**src/rtl/pcileech_tlps128_tx_arbiter.sv**
```systemverilog
// Packet-atomic 128-bit TLP transmit arbiter: fixed lowest-index priority with starvation promotion.
// Define TLPS_ARB_STATS_EN to add per-source packet counters and a promotion counter.
module pcileech_tlps128_tx_arbiter #(
    parameter int NUM_IN       = 4,
    parameter int STARVE_LIMIT = 64
) (
    input  logic                  clk_pcie,
    input  logic                  rst,
    input  logic [NUM_IN*128-1:0] in_tdata,
    input  logic [NUM_IN*4-1:0]   in_tkeepdw,
    input  logic [NUM_IN*9-1:0]   in_tuser,
    input  logic [NUM_IN-1:0]     in_tlast,
    input  logic [NUM_IN-1:0]     in_tvalid,
    input  logic [NUM_IN-1:0]     in_has_data,
    output logic [NUM_IN-1:0]     in_tready,
    output logic [127:0]          out_tdata,
    output logic [3:0]            out_tkeepdw,
    output logic [8:0]            out_tuser,
    output logic                  out_tlast,
    output logic                  out_tvalid,
    output logic                  out_has_data,
    input  logic                  out_tready,
`ifdef TLPS_ARB_STATS_EN
    output logic [NUM_IN*16-1:0]  stat_pkts,
    output logic [15:0]           stat_promotions,
`endif
    output logic [2:0]            grant_idx,
    output logic                  grant_active,
    output logic [NUM_IN-1:0]     urgent
);

    localparam logic [7:0] LIMIT = 8'(STARVE_LIMIT);

    typedef enum logic {IDLE, OWN} state_t;

    state_t            state_q, state_d;
    logic [2:0]        grant_q, grant_d;
    logic [NUM_IN-1:0] urgent_q;
    logic [NUM_IN-1:0] owns_next;
    logic [7:0]        wait_q [NUM_IN];
    logic              sel_valid, sel_urgent, take_sel, release_pkt;
    logic [2:0]        sel_idx;

    always_comb begin
        // NOTE: every combinational output gets a default first, so no latch is inferred.
        out_tdata   = '0;
        out_tkeepdw = '0;
        out_tuser   = '0;
        out_tlast   = 1'b0;
        out_tvalid  = 1'b0;
        for (int i = 0; i < NUM_IN; i++) begin
            if (state_q == OWN && grant_q == 3'(i)) begin
                out_tdata   = in_tdata[i*128 +: 128];
                out_tkeepdw = in_tkeepdw[i*4 +: 4];
                out_tuser   = in_tuser[i*9 +: 9];
                out_tlast   = in_tlast[i];
                out_tvalid  = in_tvalid[i];
            end
        end
    end

    assign release_pkt  = out_tvalid && out_tready && out_tlast;
    assign out_has_data = |in_has_data;

    // Descending scans: the last hit, i.e. the lowest index, wins; urgent sources override.
    always_comb begin
        sel_valid  = 1'b0;
        sel_urgent = 1'b0;
        sel_idx    = '0;
        for (int i = NUM_IN - 1; i >= 0; i--) begin
            if (in_has_data[i]) begin
                sel_valid = 1'b1;
                sel_idx   = 3'(i);
            end
        end
        for (int i = NUM_IN - 1; i >= 0; i--) begin
            if (urgent_q[i] && in_has_data[i]) begin
                sel_valid  = 1'b1;
                sel_urgent = 1'b1;
                sel_idx    = 3'(i);
            end
        end
    end

    always_comb begin
        state_d  = state_q;
        grant_d  = grant_q;
        take_sel = (state_q == IDLE) || release_pkt;
        if (take_sel) begin
            state_d = sel_valid ? OWN : IDLE;
            grant_d = sel_valid ? sel_idx : grant_q;
        end
        for (int i = 0; i < NUM_IN; i++) begin
            owns_next[i] = (state_d == OWN) && (grant_d == 3'(i));
            in_tready[i] = !rst && out_tready && owns_next[i];
        end
    end

    // NOTE: state registers use non-blocking assignments so every flop samples pre-edge values.
    always_ff @(posedge clk_pcie) begin
        if (rst) begin
            state_q <= IDLE;
            grant_q <= '0;
        end else begin
            state_q <= state_d;
            grant_q <= grant_d;
        end
    end

    always_ff @(posedge clk_pcie) begin
        if (rst) begin
            urgent_q <= '0;
            for (int i = 0; i < NUM_IN; i++) wait_q[i] <= '0;
        end else begin
            for (int i = 0; i < NUM_IN; i++) begin
                if (!in_has_data[i] || owns_next[i]) begin
                    wait_q[i]   <= '0;
                    urgent_q[i] <= 1'b0;
                end else if (wait_q[i] < LIMIT) begin
                    wait_q[i]   <= wait_q[i] + 8'd1;
                    urgent_q[i] <= (wait_q[i] == LIMIT - 8'd1);
                end else begin
                    urgent_q[i] <= 1'b1;
                end
            end
        end
    end

    assign grant_idx    = grant_q;
    assign grant_active = (state_q == OWN);
    assign urgent       = urgent_q;

`ifdef TLPS_ARB_STATS_EN
    logic [15:0] pkt_cnt [NUM_IN];

    always_ff @(posedge clk_pcie) begin
        if (rst) begin
            stat_promotions <= '0;
            for (int i = 0; i < NUM_IN; i++) pkt_cnt[i] <= '0;
        end else begin
            for (int i = 0; i < NUM_IN; i++) begin
                if (release_pkt && grant_q == 3'(i)) pkt_cnt[i] <= pkt_cnt[i] + 16'd1;
            end
            if (take_sel && sel_urgent && stat_promotions != 16'hFFFF)
                stat_promotions <= stat_promotions + 16'd1;
        end
    end

    always_comb begin
        for (int i = 0; i < NUM_IN; i++) stat_pkts[i*16 +: 16] = pkt_cnt[i];
    end
`endif

endmodule

```
**config.mk**
```make
export PLATFORM = sky130hd
export DESIGN_NAME = pcileech_tlps128_tx_arbiter
export DESIGN_NICKNAME = d
export VERILOG_FILES = /design/src/rtl/pcileech_tlps128_tx_arbiter.sv
export SDC_FILE = /design/constraint.sdc
export NUM_CORES = 1
export LEC_CHECK = 0
export BUFFER_PORTS_ARGS = -buffer_cell sky130_fd_sc_hd__buf_4
export CAP_MARGIN = 15
export CELL_PAD_IN_SITES_DETAIL_PLACEMENT = 0
export CELL_PAD_IN_SITES_GLOBAL_PLACEMENT = 1
export CORE_AREA = 5 5 287 289
export DETAILED_ROUTE_END_ITERATION = 12
export DIE_AREA = 0 0 292 294
export PLACE_DENSITY_LB_ADDON = 0.2
export SLEW_MARGIN = 20
export SYNTH_ARGS = -nofsm -noshare
export SYNTH_HDL_FRONTEND = slang
export SYNTH_SLANG_ARGS = --single-unit
```
**constraint.sdc**
```tcl
create_clock -name clk_pcie -period 3.43 [get_ports clk_pcie]
set_input_delay 0.343 -clock clk_pcie [delete_from_list [all_inputs] [get_ports clk_pcie]]
set_output_delay 0.343 -clock clk_pcie [all_outputs]
set_load 0.02 [all_outputs]
```
==> report_table.html, run 1 <==
<table>
<tr><th>Metric</th><th>Value</th></tr>
<tr><th colspan="2">Logic synthesis</th></tr>
<tr><td>Number of warnings reported in the yosys synthesis log</td><td>0</td></tr>
<tr><td>Avg Cell Area, Syn</td><td>roughly 12 um^2</td></tr>
<tr><td>Synth unique cells</td><td>49</td></tr>
<tr><td>Sequential element share of the synthesized area</td><td>0.173</td></tr>
<tr><td>Cell Area, Synth</td><td>~0.0065 mm^2</td></tr>
<tr><td>Main flop type after synthesis</td><td>sky130_fd_sc_hd__edfxtp_1</td></tr>
<tr><td>Post-synthesis sequential element count</td><td>40</td></tr>
<tr><td>Share of synthesized flip-flops with an asynchronous set or reset</td><td>0</td></tr>
<tr><td>Number of flops mapped to enable cells by yosys</td><td>32</td></tr>
<tr><td>Synth Instances</td><td>~540</td></tr>
<tr><th colspan="2">Clock network</th></tr>
<tr><td>Post-CTS setup-driven buffer insertion count</td><td>0</td></tr>
<tr><td>Total number of H-tree levels</td><td>2</td></tr>
<tr><td>Total of cells resized after clock tree synthesis</td><td>0</td></tr>
<tr><td>CTS Buf Count</td><td>5</td></tr>
<tr><td>Clock tree from TritonCTS</td><td>yes</td></tr>
<tr><td># clock sinks</td><td>40</td></tr>
<tr><td>Later-pin clock latency in the skew report</td><td>0.28 ns</td></tr>
<tr><td>Hold bufs inserted after CTS</td><td>0</td></tr>
<tr><td>Cell at the root of the clock tree</td><td>sky130_fd_sc_hd__clkbuf_16</td></tr>
<tr><td>Clock-pin slew reported for the worst setup and hold paths after clock tree synthesis</td><td>about 0.060 ns</td></tr>
<tr><td>Maximum count of clock buffers along a single path</td><td>2</td></tr>
<tr><th colspan="2">GRT</th></tr>
<tr><td>Largest net degree at the start of global routing</td><td>roughly 140</td></tr>
<tr><td>Global-route wire length before repair</td><td>roughly 72 mm</td></tr>
<tr><td>Number of global-route vias before repair</td><td>approximately 8,600</td></tr>
<tr><td>Total gr overflow</td><td>0</td></tr>
<tr><td>Global-route usage over all layers</td><td>0.116</td></tr>
<tr><td>Antenna violations before repair</td><td>3</td></tr>
<tr><th colspan="2">Cells and area</th></tr>
<tr><td>Most common cell after layout, fill and taps aside</td><td>sky130_fd_sc_hd__buf_4</td></tr>
<tr><td>FF/Latch Area</td><td>about 0.0011 mm^2</td></tr>
<tr><td>Filler Cell Count</td><td>roughly 9,000</td></tr>
<tr><td>Fraction of layout cells with a size suffix above 1</td><td>0.729</td></tr>
<tr><td>Area of combinational cells with multiple inputs</td><td>0.00516 mm^2</td></tr>
<tr><td>Final design area excluding fillers</td><td>roughly 0.013 mm^2</td></tr>
<tr><td>Commonest non-fill, non-tap cells in the layout</td><td>740 x sky130_fd_sc_hd__buf_4, 143 x sky130_fd_sc_hd__and2_1, 141 x sky130_fd_sc_hd__mux4_2</td></tr>
<tr><td>Final Net Count</td><td>1,822</td></tr>
<tr><td>Utilization after layout</td><td>0.168</td></tr>
<tr><td>Synth-to-layout area growth</td><td>106%</td></tr>
<tr><th colspan="2">Pwr</th></tr>
<tr><td>Part of the power in registers</td><td>0.208</td></tr>
<tr><td>Cell leakage power</td><td>between 5 and 6 nW</td></tr>
<tr><td>Combinational power share</td><td>0.633</td></tr>
<tr><td>Net load switching power</td><td>~1.0 mW</td></tr>
<tr><td>Worst VDD drop</td><td>around 0.19 mV</td></tr>
<tr><td>Switching power as a share of total power</td><td>0.356</td></tr>
<tr><td>Internal Power</td><td>1.81 mW</td></tr>
<tr><td>Clock power frac</td><td>0.159</td></tr>
<tr><td>Power density cells</td><td>between 200 and 250 mW/mm^2</td></tr>
<tr><th colspan="2">Route</th></tr>
<tr><td>Wire length after detailed routing</td><td>54.4 mm</td></tr>
<tr><td>Violation count after the first detailed-routing iteration</td><td>343</td></tr>
<tr><td>DRC Markers</td><td>0</td></tr>
<tr><td>Via density per instance</td><td>3.41</td></tr>
<tr><td>Detailed-route via count</td><td>a little under 8,000</td></tr>
<tr><td>Wire per inst</td><td>about 24 um</td></tr>
<tr><td>Post-detailed-route count of antenna-violating nets</td><td>0</td></tr>
<tr><td>Detailed-routing iteration count for the pre-antenna-repair pass</td><td>4</td></tr>
<tr><th colspan="2">Floorplanning</th></tr>
<tr><td>Die X</td><td>292 um</td></tr>
<tr><td>Die outline area</td><td>0.0858 mm^2</td></tr>
<tr><td>I/O pin total</td><td>between 700 and 800</td></tr>
<tr><td>Y dimension of the die</td><td>between 200 and 300 um</td></tr>
<tr><td>Initial core utilization</td><td>0.0816</td></tr>
<tr><td>Floorplan row count</td><td>between 100 and 150</td></tr>
<tr><td>Area inside the core boundary</td><td>between 0.07 and 0.08 mm^2</td></tr>
<tr><th colspan="2">STA</th></tr>
<tr><td>Final setup violation count</td><td>0</td></tr>
<tr><td>Minimum period implied by the final worst setup slack</td><td>3.04 ns</td></tr>
<tr><td>Maximum operating frequency</td><td>around 330 MHz</td></tr>
<tr><td>Final sum of negative setup slack</td><td>0 ns</td></tr>
<tr><td>Share of the clock period used by the worst path</td><td>0.887</td></tr>
<tr><td>Setup repair after global routing missed its margin</td><td>false</td></tr>
<tr><td>Clock Skews</td><td>between 0.008 and 0.009 ns</td></tr>
<tr><td>Total count of hold-check failures in the final report</td><td>0</td></tr>
<tr><td>Final Max Tran Viols</td><td>0</td></tr>
<tr><td>Relative slew slack</td><td>0.334</td></tr>
<tr><td>Slew @ Worst Pin</td><td>approximately 1.0 ns</td></tr>
<tr><th colspan="2">Placement</th></tr>
<tr><td>Final weighted congestion in routability-driven placement</td><td>a little under 0.9</td></tr>
<tr><td>Cell area reported after detailed placement</td><td>between 0.01 and 0.015 mm^2</td></tr>
<tr><td>Detail Placement HPWL</td><td>around 47 mm</td></tr>
<tr><td>Port bufs</td><td>between 700 and 800</td></tr>
<tr><th colspan="2">Worst setup path</th></tr>
<tr><td>Slowest cell on the critical path</td><td>sky130_fd_sc_hd__dfxtp_4</td></tr>
<tr><td>Crit path DAT</td><td>2.70 ns</td></tr>
<tr><td>Worst-path fanout max</td><td>9</td></tr>
<tr><td>Kind of critical path</td><td>reg -&gt; out</td></tr>
<tr><td>Crit path launch type</td><td>flip-flop</td></tr>
<tr><td>Highest cell delay on the worst timing path</td><td>around 0.44 ns</td></tr>
<tr><td>CP Cell Sequence</td><td>mux2i_1, o22ai_2, a21o_1, and2_1, a211o_1, nor4b_1, buf_4</td></tr>
<tr><td>Nature of the critical path endpoint</td><td>output pin</td></tr>
<tr><td>Worst Path Required</td><td>between 3 and 4 ns</td></tr>
<tr><th colspan="2">Run status</th></tr>
<tr><td>Result of the run</td><td>finished, final reports clean</td></tr>
<tr><th colspan="2">Job</th></tr>
<tr><td>Max-cap violations</td><td>0</td></tr>
<tr><th colspan="2">Min path</th></tr>
<tr><td>Tightest Hold Check Type</td><td>in -&gt; reg</td></tr>
</table>
-- worst max-delay path: cells and delay by family (launching register included) --
kind | cells | cell delay, ns
flops | 1 | 0.44
mux | 1 | 0.38
buf+inv | 1 | 0.24
simple gates | 2 | 0.59
compound gates | 3 | 0.77
-- state kept, by name (all words and copies together), names as in the netlist --
name,flops
urgent,4
wait_q,32
grant_active,1
grant_idx,3
-- worst paths after layout --
check	from	endpoint	depth (start not counted)	slack, ns
min reg2reg	wait_q[2][0]	wait_q[2][0]	1	0.62
max reg2reg	grant_idx[1]	wait_q[1][2]	6	0.80
max	grant_idx[1]	in_tready[0]	7	0.39
min	rst	grant_idx[1]	2	0.31
-- power groups by stage --
stage / logic [mW] / clock network, mW / registers (mW)
after floorplan: 0.775 / 0 / 0.589
after global placement: 1.81 / 0 / 0.595
after detailed placement: 1.81 / 0 / 0.595
after CTS: 1.82 / 0.466 / 0.585
after global routing: 1.90 / 0.484 / 0.590
final: 1.78 / 0.446 / 0.585
-- per-stage QoR --
step	total power [mW]	cells	setup slack (ns)	hold WS, ns
2_1_floorplan	1.36	540	0.491	0.504
3_3_place_gp	2.41	2292	0.576	0.604
3_5_place_dp	2.41	2292	0.555	0.599
4_1_cts	2.87	2300	0.246	0.304
5_1_grt	2.98	2300	0.126	0.313
6_report	2.81	2306	0.387	0.305
-- kinds of logic (layout without fill, tap and decap cells) --
kind of cell | count (synthesis) | in the layout | share of synthesized area
AO/OA/AOI/OAI | 28 | 28 | 0.0416
XOR/XNOR | 16 | 16 | 0.0216
other | 1 | 10 | 0.000577
AND/OR/NAND/NOR | 250 | 250 | 0.228
flip-flops | 40 | 40 | 0.173
multiplexers | 143 | 143 | 0.492
buffers and inverters | 55 | 755 | 0.0364
adder cells (fa/ha/maj) | 4 | 4 | 0.00771
-- synthesized netlist by cell type (all sizes together), types with 2 or more instances --
master | count | area share
buf | 29 | 0.021
nand2 | 17 | 0.0098
dfxtp | 8 | 0.025
nor4 | 3 | 0.0075
nand4 | 3 | 0.0029
xor2 | 8 | 0.011
nor2 | 21 | 0.012
nor3b | 5 | 0.0058
clkbuf | 23 | 0.013
a211oi | 6 | 0.0077
or3 | 6 | 0.0058
mux2i | 2 | 0.0031
xnor2 | 8 | 0.011
nand2b | 6 | 0.0058
edfxtp | 32 | 0.15
mux4 | 141 | 0.49
ha | 4 | 0.0077
nand3 | 16 | 0.012
a21oi | 3 | 0.0023
and3 | 7 | 0.0067
a21o | 3 | 0.0035
a211o | 3 | 0.0040
and2 | 144 | 0.14
inv | 3 | 0.0017
a22oi | 2 | 0.0023
nor3 | 16 | 0.012
-- metal layers --
metal,GRT usage,vias up,wire (um)
met4,0.0143,2,719
li1,-,3562,-
met2,0.205,377,27500
met1,0.149,3903,22300
met3,0.0281,22,3830
met5,0,-,13
-- final cells by class --
class / instances / share of cell area
antenna: 6 / 0.00112
multi-input combinational: 445 / 0.384
sequential: 40 / 0.0842
clock inverter: 1 / 0.000373
inverter: 3 / 0.000840
clock buffer: 7 / 0.00989
timing repair buffer: 744 / 0.420
tap: 1060 / 0.0989
Note: power is estimated with default switching activity, not from simulation.
==> run 2, diff against run 1 <==
- ABC_AREA: default -> 1
- CORE_AREA: 5 5 287 289 -> 5 5 282 284
- DIE_AREA: 0 0 292 294 -> 0 0 287 289
==> run 2 against run 1 <==
  * Via count up 25%
  * Area after synthesis fell by 14%
  * Wire length rose by 24%
  * Clock skew fell by 0.0017 ns
  * Cell area is 5.8% lower
==> report_table.html, run 2 <==
<table>
<tr><th>Metric</th><th>Value</th></tr>
<tr><th colspan="2">Min path</th></tr>
<tr><td>Startpoint of the lowest-slack hold path</td><td>rst (unchanged)</td></tr>
<tr><td>Tightest Hold Check Type</td><td>in -&gt; reg (unchanged)</td></tr>
<tr><td>Number of stages on the worst hold path</td><td>2 (unchanged)</td></tr>
<tr><th colspan="2">Clock network</th></tr>
<tr><td># clock sinks</td><td>40 (unchanged)</td></tr>
<tr><td>Clock tree from TritonCTS</td><td>yes (unchanged)</td></tr>
<tr><td>Clock-pin slew reported for the worst setup and hold paths after clock tree synthesis</td><td>0.06 ns (about the same)</td></tr>
<tr><td>Cell at the root of the clock tree</td><td>sky130_fd_sc_hd__clkbuf_16 (unchanged)</td></tr>
<tr><td>CTS Buf Count</td><td>5 (unchanged)</td></tr>
<tr><td>Later-pin clock latency in the skew report</td><td>0.28 ns (about the same)</td></tr>
<tr><td>Hold bufs inserted after CTS</td><td>0 (unchanged)</td></tr>
<tr><td>Total number of H-tree levels</td><td>2 (unchanged)</td></tr>
<tr><td>Total of cells resized after clock tree synthesis</td><td>0 (unchanged)</td></tr>
<tr><td>Post-CTS setup-driven buffer insertion count</td><td>0 (unchanged)</td></tr>
<tr><td>Maximum count of clock buffers along a single path</td><td>2 (unchanged)</td></tr>
<tr><th colspan="2">Logic synthesis</th></tr>
<tr><td>Cell Area, Synth</td><td>0.00560 mm^2 (was 0.00649 mm^2)</td></tr>
<tr><td>Synth Instances</td><td>848 (was 537)</td></tr>
<tr><td>Number of warnings reported in the yosys synthesis log</td><td>0 (unchanged)</td></tr>
<tr><td>Number of flops mapped to enable cells by yosys</td><td>32 (unchanged)</td></tr>
<tr><td>Avg Cell Area, Syn</td><td>6.61 um^2 (was 12.1 um^2)</td></tr>
<tr><td>Share of synthesized flip-flops with an asynchronous set or reset</td><td>0 (unchanged)</td></tr>
<tr><td>Post-synthesis sequential element count</td><td>40 (unchanged)</td></tr>
<tr><td>Most numerous cell in the Yosys netlist</td><td>sky130_fd_sc_hd__nand2_1 (was sky130_fd_sc_hd__and2_1)</td></tr>
<tr><td>Area contributors post-synth</td><td>sky130_fd_sc_hd__nand2_1 19%, sky130_fd_sc_hd__edfxtp_1 17%, sky130_fd_sc_hd__a221o_1 10% (was sky130_fd_sc_hd__mux4_2 49%, sky130_fd_sc_hd__edfxtp_1 15%, sky130_fd_sc_hd__and2_1 14%)</td></tr>
<tr><td>Main flop type after synthesis</td><td>sky130_fd_sc_hd__edfxtp_1 (unchanged)</td></tr>
<tr><td>Commonest cells in the synthesized netlist</td><td>282 x sky130_fd_sc_hd__nand2_1, 113 x sky130_fd_sc_hd__nand3_1, 84 x sky130_fd_sc_hd__nand4_1, 57 x sky130_fd_sc_hd__a221o_1, 57 x sky130_fd_sc_hd__a32o_1 (was 143 x sky130_fd_sc_hd__and2_1, 141 x sky130_fd_sc_hd__mux4_2, 32 x sky130_fd_sc_hd__edfxtp_1, 23 x sky130_fd_sc_hd__clkbuf_1, 21 x sky130_fd_sc_hd__nor2_1)</td></tr>
<tr><td>Synth unique cells</td><td>32 (was 49)</td></tr>
<tr><td>Dominant cell type by area after synthesis</td><td>sky130_fd_sc_hd__nand2_1 (was sky130_fd_sc_hd__mux4_2)</td></tr>
<tr><td>Area share of the largest cell type after synthesis</td><td>0.189 (was 0.489)</td></tr>
<tr><td>Sequential element share of the synthesized area</td><td>0.200 (was 0.173)</td></tr>
<tr><th colspan="2">STA</th></tr>
<tr><td>Setup repair after global routing missed its margin</td><td>false (unchanged)</td></tr>
<tr><td>Slew @ Worst Pin</td><td>0.661 ns (was 0.999 ns)</td></tr>
<tr><td>Final Max Tran Viols</td><td>0 (unchanged)</td></tr>
<tr><td>Share of the clock period used by the worst path</td><td>0.897 (was 0.887)</td></tr>
<tr><td>Maximum operating frequency</td><td>325 MHz (was 329 MHz)</td></tr>
<tr><td>Clock Skews</td><td>0.00695 ns (was 0.00863 ns)</td></tr>
<tr><td>Final sum of negative setup slack</td><td>0 ns (unchanged)</td></tr>
<tr><td>Minimum period implied by the final worst setup slack</td><td>3.08 ns (was 3.04 ns)</td></tr>
<tr><td>Final setup violation count</td><td>0 (unchanged)</td></tr>
<tr><td>Relative slew slack</td><td>0.559 (was 0.334)</td></tr>
<tr><td>Total count of hold-check failures in the final report</td><td>0 (unchanged)</td></tr>
<tr><th colspan="2">Route</th></tr>
<tr><td>Detailed-route via count</td><td>9,810 (was 7,866)</td></tr>
<tr><td>Highest metal layer used by the detailed router</td><td>met5 (unchanged)</td></tr>
<tr><td>Length of routed met2 wiring</td><td>33.0 mm (was 27.5 mm)</td></tr>
<tr><td>Metal1 wirelength</td><td>26.0 mm (was 22.3 mm)</td></tr>
<tr><td>WL met3</td><td>6.03 mm (was 3.83 mm)</td></tr>
<tr><td>Violation count after the first detailed-routing iteration</td><td>508 (was 343)</td></tr>
<tr><td>DRC Markers</td><td>0 (unchanged)</td></tr>
<tr><td>Wire per inst</td><td>26.0 um (was 23.6 um)</td></tr>
<tr><td>Wire length after detailed routing</td><td>67.3 mm (was 54.4 mm)</td></tr>
<tr><td>Via density per instance</td><td>3.79 (was 3.41)</td></tr>
<tr><td>Detailed-routing iteration count for the pre-antenna-repair pass</td><td>5 (was 4)</td></tr>
<tr><td>Post-detailed-route count of antenna-violating nets</td><td>0 (unchanged)</td></tr>
<tr><th colspan="2">Placement</th></tr>
<tr><td>Final weighted congestion in routability-driven placement</td><td>0.863 (was 0.869)</td></tr>
<tr><td>Port bufs</td><td>734 (unchanged)</td></tr>
<tr><td>Cell area reported after detailed placement</td><td>0.0125 mm^2 (was 0.0133 mm^2)</td></tr>
<tr><td>Detail Placement HPWL</td><td>57.5 mm (was 47.2 mm)</td></tr>
<tr><th colspan="2">Floorplanning</th></tr>
<tr><td>Area inside the core boundary</td><td>0.0768 mm^2 (was 0.0796 mm^2)</td></tr>
<tr><td>Floorplan row count</td><td>102 (was 104)</td></tr>
<tr><td>Die X</td><td>287 um (was 292 um)</td></tr>
<tr><td>Y dimension of the die</td><td>289 um (was 294 um)</td></tr>
<tr><td>Initial core utilization</td><td>0.0729 (was 0.0816)</td></tr>
<tr><td>Die outline area</td><td>0.0829 mm^2 (was 0.0858 mm^2)</td></tr>
<tr><td>I/O pin total</td><td>735 (unchanged)</td></tr>
<tr><th colspan="2">Pwr</th></tr>
<tr><td>Cell leakage power</td><td>5.69 nW (was 5.66 nW)</td></tr>
<tr><td>Power, Total</td><td>3.09 mW (was 2.81 mW)</td></tr>
<tr><td>Power density cells</td><td>244 mW/mm^2 (was 210 mW/mm^2)</td></tr>
<tr><td>Worst VDD drop</td><td>0.182 mV (was 0.190 mV)</td></tr>
<tr><th colspan="2">Worst setup path</th></tr>
<tr><td>Crit path launch type</td><td>flip-flop (unchanged)</td></tr>
<tr><td>Worst Path Required</td><td>3.09 ns (about the same)</td></tr>
<tr><td>Crit path DAT</td><td>2.74 ns (was 2.70 ns)</td></tr>
<tr><td>Cell depth of the worst flop-to-flop path</td><td>10 (was 6)</td></tr>
<tr><td>Kind of critical path</td><td>reg -&gt; out (unchanged)</td></tr>
<tr><td>Reg2Reg Launch Point</td><td>grant_active (was grant_idx[1])</td></tr>
<tr><td>Capture point of the worst path</td><td>out_tdata[122] (was in_tready[0])</td></tr>
<tr><td>Minimum setup slack among reg-to-reg paths</td><td>0.78 ns (was 0.80 ns)</td></tr>
<tr><td>Nature of the critical path endpoint</td><td>output pin (unchanged)</td></tr>
<tr><td>Launching element of the worst setup path</td><td>grant_active (was grant_idx[1])</td></tr>
<tr><td>Worst-path fanout max</td><td>21 (was 9)</td></tr>
<tr><td>Terminus of the critical flop-to-flop path</td><td>wait_q[3][4] (was wait_q[1][2])</td></tr>
<tr><th colspan="2">Cells and area</th></tr>
<tr><td>Top register by number of flip-flops</td><td>wait_q (unchanged)</td></tr>
<tr><td>Synth-to-layout area growth</td><td>126% (was 106%)</td></tr>
<tr><td>Most common cell after layout, fill and taps aside</td><td>sky130_fd_sc_hd__buf_4 (unchanged)</td></tr>
<tr><td>Fraction of layout cells with a size suffix above 1</td><td>0.530 (was 0.729)</td></tr>
<tr><td>Final Net Count</td><td>2,123 (was 1,822)</td></tr>
<tr><td>Final design area excluding fillers</td><td>0.0126 mm^2 (was 0.0134 mm^2)</td></tr>
<tr><td>Commonest non-fill, non-tap cells in the layout</td><td>749 x sky130_fd_sc_hd__buf_4, 282 x sky130_fd_sc_hd__nand2_1, 113 x sky130_fd_sc_hd__nand3_1 (was 740 x sky130_fd_sc_hd__buf_4, 143 x sky130_fd_sc_hd__and2_1, 141 x sky130_fd_sc_hd__mux4_2)</td></tr>
<tr><td>Flip-flop count of the largest register after layout</td><td>32 (unchanged)</td></tr>
<tr><th colspan="2">GRT</th></tr>
<tr><td>Antenna violations before repair</td><td>11 (was 3)</td></tr>
<tr><td>Global-route usage over all layers</td><td>0.147 (was 0.116)</td></tr>
<tr><td>Largest net degree at the start of global routing</td><td>89 (was 143)</td></tr>
<tr><td>Total gr overflow</td><td>0 (unchanged)</td></tr>
<tr><td>Global-route wire length before repair</td><td>85.6 mm (was 72.0 mm)</td></tr>
<tr><td>Number of global-route vias before repair</td><td>9,945 (was 8,574)</td></tr>
<tr><th colspan="2">Job</th></tr>
<tr><td>Max-cap violations</td><td>0 (unchanged)</td></tr>
<tr><th colspan="2">Run status</th></tr>
<tr><td>Result of the run</td><td>finished, final reports clean (unchanged)</td></tr>
</table>
-- run 2: cell count changes in the layout (fill, tap and decap cells not counted), moves of 21 or more --
cell                      before  now
sky130_fd_sc_hd__mux4_2      141    0
sky130_fd_sc_hd__a32o_1        1   57
sky130_fd_sc_hd__and2_1      143    0
sky130_fd_sc_hd__a221o_1       1   57
sky130_fd_sc_hd__nand2_1      17  282
sky130_fd_sc_hd__nand4_1       3   84
sky130_fd_sc_hd__nor2_2        0   21
sky130_fd_sc_hd__inv_1         3   26
sky130_fd_sc_hd__nand3_1      16  113
-- run 2: metal layers --
layer  vias up  global-route usage
met5         -                   0
met4        14              0.0408
met3        55              0.0498
met2       557               0.260
met1      4668               0.170
li1       4516                   -
-- run 2: power breakdown --
group	leakage, nW	total, mW	internal [mW]	switching [mW]
clock network	0.0691	0.483	0.289	0.193
logic	5.19	2.02	0.922	1.10
registers	0.438	0.583	0.556	0.0270
total	5.69	3.09	1.77	1.32
-- run 2: kinds of logic after synthesis --
family / count (synthesis) / share of synthesized area
AO/OA/AOI/OAI: 120 / 0.210
XOR/XNOR: 16 / 0.0250
adder cells (fa/ha/maj): 4 / 0.00893
buffers and inverters: 110 / 0.0788
flip-flops: 40 / 0.200
other: 1 / 0.000669
AND/OR/NAND/NOR: 557 / 0.477
-- run 2: worst min path at each step --
stage / end / slack (ns)
3_3_place_gp: wait_q[2][0] / 0.59
4_1_cts: grant_idx[0] / 0.31
3_5_place_dp: wait_q[3][0] / 0.59
2_1_floorplan: wait_q[3][0] / 0.56
5_1_grt: grant_idx[0] / 0.32
6_report: grant_idx[0] / 0.31
-- run 2: critical path, stage by stage, from the launching register on --
cell and delay, ns:
sky130_fd_sc_hd__dfxtp_1 0.58, sky130_fd_sc_hd__inv_2 0.08, sky130_fd_sc_hd__nor2_4 0.34, sky130_fd_sc_hd__nand2_1 0.16, sky130_fd_sc_hd__inv_4 0.28, sky130_fd_sc_hd__buf_4 0.34, sky130_fd_sc_hd__a32o_1 0.31, sky130_fd_sc_hd__a221o_1 0.15
sky130_fd_sc_hd__buf_4 0.17
-- run 2: per-stage QoR --
step                      std cells  hold WS [ns]  worst slack, ns  utilization
after floorplan                 851         0.560             1.04            -
after global placement         2573         0.588            0.534        0.162
after detailed placement       2573         0.594            0.547        0.162
after CTS                      2581         0.306            0.236        0.164
after global routing           2581         0.318            0.109        0.164
final                          2587         0.307            0.352        0.164
-- run 2: layout make-up --
cell class	count	area (um^2)
antenna	6	15.0
clock buffer	6	139
clock inverter	2	15.0
fill	8919	64200
inverter	31	124
multi-input combinational	701	4060
sequential	40	1120
tap	1040	1300
timing repair buffer	761	5860
==> run 3, diff against run 2 <==
--- a/config.mk
+++ b/config.mk
@@ -15,3 +15,3 @@
 export DIE_AREA = 0 0 287 289
-export PLACE_DENSITY_LB_ADDON = 0.2
+export PLACE_DENSITY = 0.43
 export SLEW_MARGIN = 20
==> constraint.sdc (replaced) <==
create_clock -name clk_pcie -period 3.43 [get_ports clk_pcie]
set_input_delay 1.029 -clock clk_pcie [delete_from_list [all_inputs] [get_ports clk_pcie]]
set_output_delay 1.029 -clock clk_pcie [all_outputs]
set_load 0.02 [all_outputs]
==> run 3 against run 2 <==
  * Wire length down 6.1%
  * Sequential cell count unchanged
  * Maximum frequency down 7.8%
  * Highest routed layer unchanged
==> report_table.html, run 3 (same netlist as run 2, synthesis figures left out) <==
<table>
<tr><th>Metric</th><th>Value</th></tr>
<tr><th colspan="2">Route</th></tr>
<tr><td>Post-detailed-route count of antenna-violating nets</td><td>0 (unchanged)</td></tr>
<tr><td>Via density per instance</td><td>3.78 (was 3.79)</td></tr>
<tr><td>Detailed-route via count</td><td>9,879 (was 9,810)</td></tr>
<tr><td>Detailed-routing iteration count for the pre-antenna-repair pass</td><td>5 (unchanged)</td></tr>
<tr><td>Wire length after detailed routing</td><td>63.2 mm (was 67.3 mm)</td></tr>
<tr><td>Violation count after the first detailed-routing iteration</td><td>498 (was 508)</td></tr>
<tr><td>Wire per inst</td><td>24.2 um (was 26.0 um)</td></tr>
<tr><td>DRC Markers</td><td>0 (unchanged)</td></tr>
<tr><th colspan="2">Placement</th></tr>
<tr><td>Detail Placement HPWL</td><td>55.2 mm (was 57.5 mm)</td></tr>
<tr><td>Port bufs</td><td>734 (unchanged)</td></tr>
<tr><td>Final weighted congestion in routability-driven placement</td><td>0.937 (was 0.863)</td></tr>
<tr><td>Cell area reported after detailed placement</td><td>0.0126 mm^2 (was 0.0125 mm^2)</td></tr>
<tr><th colspan="2">STA</th></tr>
<tr><td>Final setup violation count</td><td>0 (unchanged)</td></tr>
<tr><td>Relative slew slack</td><td>0.646 (was 0.559)</td></tr>
<tr><td>Minimum period implied by the final worst setup slack</td><td>3.34 ns (was 3.08 ns)</td></tr>
<tr><td>Clock Skews</td><td>0.00673 ns (was 0.00695 ns)</td></tr>
<tr><td>Slew @ Worst Pin</td><td>0.529 ns (was 0.661 ns)</td></tr>
<tr><td>Total count of hold-check failures in the final report</td><td>0 (unchanged)</td></tr>
<tr><td>Maximum operating frequency</td><td>300 MHz (was 325 MHz)</td></tr>
<tr><td>Share of the clock period used by the worst path</td><td>0.973 (was 0.897)</td></tr>
<tr><td>Final Max Tran Viols</td><td>0 (unchanged)</td></tr>
<tr><th colspan="2">Clock network</th></tr>
<tr><td>Hold bufs inserted after CTS</td><td>0 (unchanged)</td></tr>
<tr><td>Later-pin clock latency in the skew report</td><td>0.28 ns (about the same)</td></tr>
<tr><td># clock sinks</td><td>40 (unchanged)</td></tr>
<tr><td>Maximum count of clock buffers along a single path</td><td>2 (unchanged)</td></tr>
<tr><td>Clock tree from TritonCTS</td><td>yes (unchanged)</td></tr>
<tr><td>CTS Buf Count</td><td>5 (unchanged)</td></tr>
<tr><td>Total number of H-tree levels</td><td>2 (unchanged)</td></tr>
<tr><td>Cell at the root of the clock tree</td><td>sky130_fd_sc_hd__clkbuf_16 (unchanged)</td></tr>
<tr><td>Clock-pin slew reported for the worst setup and hold paths after clock tree synthesis</td><td>0.05 ns (was 0.06 ns)</td></tr>
<tr><th colspan="2">Worst setup path</th></tr>
<tr><td>Worst-path fanout max</td><td>4 (was 21)</td></tr>
<tr><td>Highest cell delay on the worst timing path</td><td>0.17 ns (was 0.58 ns)</td></tr>
<tr><td>Minimum setup slack among reg-to-reg paths</td><td>0.94 ns (was 0.78 ns)</td></tr>
<tr><td>Most repeated library cell on the critical path</td><td>sky130_fd_sc_hd__buf_4 (unchanged)</td></tr>
<tr><td>CP Cell Sequence</td><td>buf_4, o21ai_0, nand3_1, nand3_1, o21ai_2, buf_4, nand2_1, nand2_1, nor2_4, nand2_4, nor2_1, buf_4 (was inv_2, nor2_4, nand2_1, inv_4, buf_4, a32o_1, a221o_1, buf_4)</td></tr>
<tr><td>Slowest cell on the critical path</td><td>sky130_fd_sc_hd__o21ai_0 (was sky130_fd_sc_hd__dfxtp_1)</td></tr>
<tr><td>Top delay family on crit path</td><td>simple AND/OR/NAND/NOR gates (was buffers and inverters)</td></tr>
<tr><td>Nature of the critical path endpoint</td><td>output pin (unchanged)</td></tr>
<tr><td>Capture point of the worst path</td><td>in_tready[1] (was out_tdata[122])</td></tr>
<tr><td>Crit path DAT</td><td>2.31 ns (was 2.74 ns)</td></tr>
<tr><td>Cell depth of the worst flop-to-flop path</td><td>9 (was 10)</td></tr>
<tr><td>Crit path launch type</td><td>input pin (was flip-flop)</td></tr>
<tr><td>Worst Path Required</td><td>2.40 ns (was 3.09 ns)</td></tr>
<tr><td>Count of buffering cells on the critical path with inverters included</td><td>3 (was 4)</td></tr>
<tr><td>Reg2Reg Launch Point</td><td>grant_idx[2] (was grant_active)</td></tr>
<tr><td>Terminus of the critical flop-to-flop path</td><td>wait_q[3][3] (was wait_q[3][4])</td></tr>
<tr><td>Kind of critical path</td><td>in -&gt; out (was reg -&gt; out)</td></tr>
<tr><td>Critical path depth</td><td>12 (was 8)</td></tr>
<tr><td>Launching element of the worst setup path</td><td>in_has_data[2] (was grant_active)</td></tr>
<tr><th colspan="2">Cells and area</th></tr>
<tr><td>Final design area excluding fillers</td><td>0.0129 mm^2 (was 0.0126 mm^2)</td></tr>
<tr><td>Most common cell after layout, fill and taps aside</td><td>sky130_fd_sc_hd__buf_4 (unchanged)</td></tr>
<tr><td>Fraction of layout cells with a size suffix above 1</td><td>0.542 (was 0.530)</td></tr>
<tr><td>Top register by number of flip-flops</td><td>wait_q (unchanged)</td></tr>
<tr><td>Synth-to-layout area growth</td><td>130% (was 126%)</td></tr>
<tr><td>Commonest non-fill, non-tap cells in the layout</td><td>772 x sky130_fd_sc_hd__buf_4, 281 x sky130_fd_sc_hd__nand2_1, 112 x sky130_fd_sc_hd__nand3_1 (was 749 x sky130_fd_sc_hd__buf_4, 282 x sky130_fd_sc_hd__nand2_1, 113 x sky130_fd_sc_hd__nand3_1)</td></tr>
<tr><td>Flip-flop count of the largest register after layout</td><td>32 (unchanged)</td></tr>
<tr><td>Utilization after layout</td><td>0.168 (was 0.164)</td></tr>
<tr><td>Final Net Count</td><td>2,147 (was 2,123)</td></tr>
<tr><th colspan="2">Job</th></tr>
<tr><td>Max-cap violations</td><td>0 (unchanged)</td></tr>
<tr><th colspan="2">Pwr</th></tr>
<tr><td>Power, Total</td><td>3.15 mW (was 3.09 mW)</td></tr>
<tr><td>Power density cells</td><td>244 mW/mm^2 (about the same)</td></tr>
<tr><td>Cell leakage power</td><td>5.84 nW (was 5.69 nW)</td></tr>
<tr><td>Worst VDD drop</td><td>0.165 mV (was 0.182 mV)</td></tr>
<tr><th colspan="2">GRT</th></tr>
<tr><td>Global-route usage over all layers</td><td>0.137 (was 0.147)</td></tr>
<tr><td>Largest net degree at the start of global routing</td><td>71 (was 89)</td></tr>
<tr><td>Number of global-route vias before repair</td><td>10,400 (was 9,945)</td></tr>
<tr><td>Global-route wire length before repair</td><td>81.5 mm (was 85.6 mm)</td></tr>
<tr><td>Antenna violations before repair</td><td>20 (was 11)</td></tr>
<tr><td>Total gr overflow</td><td>0 (unchanged)</td></tr>
<tr><th colspan="2">Floorplanning</th></tr>
<tr><td>Die X</td><td>287 um (unchanged)</td></tr>
<tr><td>Floorplan row count</td><td>102 (unchanged)</td></tr>
<tr><td>Initial core utilization</td><td>0.0729 (unchanged)</td></tr>
<tr><td>Y dimension of the die</td><td>289 um (unchanged)</td></tr>
<tr><td>Die outline area</td><td>0.0829 mm^2 (unchanged)</td></tr>
<tr><td>I/O pin total</td><td>735 (unchanged)</td></tr>
<tr><td>Area inside the core boundary</td><td>0.0768 mm^2 (unchanged)</td></tr>
<tr><th colspan="2">Min path</th></tr>
<tr><td>Tightest Hold Check Type</td><td>reg -&gt; reg (was in -&gt; reg)</td></tr>
<tr><th colspan="2">Run status</th></tr>
<tr><td>Result of the run</td><td>finished, final reports clean (unchanged)</td></tr>
</table>
## run 3: cell types whose count changed in the layout (fill, tap and decap cells not counted), moves of 2 or more
| cell | delta |
|---|---|
| sky130_fd_sc_hd__buf_4 | +23 |
| sky130_fd_sc_hd__inv_4 | -3 |
| sky130_fd_sc_hd__clkinvlp_4 | -2 |
| sky130_fd_sc_hd__inv_6 | +3 |
| sky130_fd_sc_hd__nor2_4 | +4 |
| sky130_fd_sc_hd__nor2_1 | -3 |
## run 3: routing by layer
layer	routed length, um	share of wire	global-route usage	vias up
li1	-	-	-	4570
met1	23000	0.36	0.147	4691
met2	31300	0.50	0.245	533
met4	1530	0.024	0.0363	18
met3	7270	0.12	0.0636	67
met5	116	0.0018	0	-
## run 3: metrics by stage
stage / hold WS (ns) / worst slack (ns) / std cells / setup TNS [ns]
finish: 0.597 / 0.0912 / 2612 / 0
global route: 0.612 / -0.0101 / 2610 / -0.0131
CTS: 0.597 / 0.0314 / 2602 / 0
floorplan: 0.560 / 0.0200 / 851 / 0
detailed placement: 0.590 / -0.0136 / 2594 / -0.0222
global placement: 0.586 / -0.0347 / 2594 / -0.0347
## run 3: final cells by class
class | count | area (um^2)
timing repair buffer | 785 | 6070
clock buffer | 6 | 129
antenna | 7 | 17.5
sequential | 40 | 1120
multi-input combinational | 701 | 4100
clock inverter | 2 | 35.0
tap | 1040 | 1300
fill | 8964 | 63900
inverter | 31 | 131
## run 3: worst register-to-register path, cell delays in order, from the launching register on
cell                      delay (ns)
sky130_fd_sc_hd__dfxtp_1        0.41
sky130_fd_sc_hd__nor2_4         0.35
sky130_fd_sc_hd__nand3_1        0.14
sky130_fd_sc_hd__nand4_2        0.15
sky130_fd_sc_hd__nand3_4        0.14
sky130_fd_sc_hd__a21oi_2        0.31
sky130_fd_sc_hd__nor2_4         0.09
sky130_fd_sc_hd__nand2_2        0.09
sky130_fd_sc_hd__buf_4          0.13
sky130_fd_sc_hd__nand3_1        0.31
## run 3: worst min path at each step
stage | startpoint | endpoint | slack, ns | cells after the start
4_1_cts | wait_q[1][0] | wait_q[1][0] | 0.60 | 1
3_5_place_dp | wait_q[1][0] | wait_q[1][0] | 0.59 | 1
2_1_floorplan | wait_q[3][0] | wait_q[3][0] | 0.56 | 1
5_1_grt | wait_q[2][0] | wait_q[2][0] | 0.61 | 1
6_report | wait_q[1][0] | wait_q[1][0] | 0.60 | 1
3_3_place_gp | wait_q[3][0] | wait_q[3][0] | 0.59 | 1
## run 3: where the power goes
part / internal, mW / switching [mW] / total, mW
clock: 0.342 / 0.189 / 0.531
sequential: 0.556 / 0.0243 / 0.580
combinational: 0.955 / 1.08 / 2.04
total: 1.85 / 1.30 / 3.15
## run 3: what timing repair did
| item | 4_1_cts | 5_1_grt |
|---|---|---|
| gates cloned | 0 | 1 |
| setup endpoints to repair | 3 | 12 |
| pin swaps | 0 | 2 |
| gates resized for setup | 2 | 12 |
| buffers inserted | 0 | 2 |
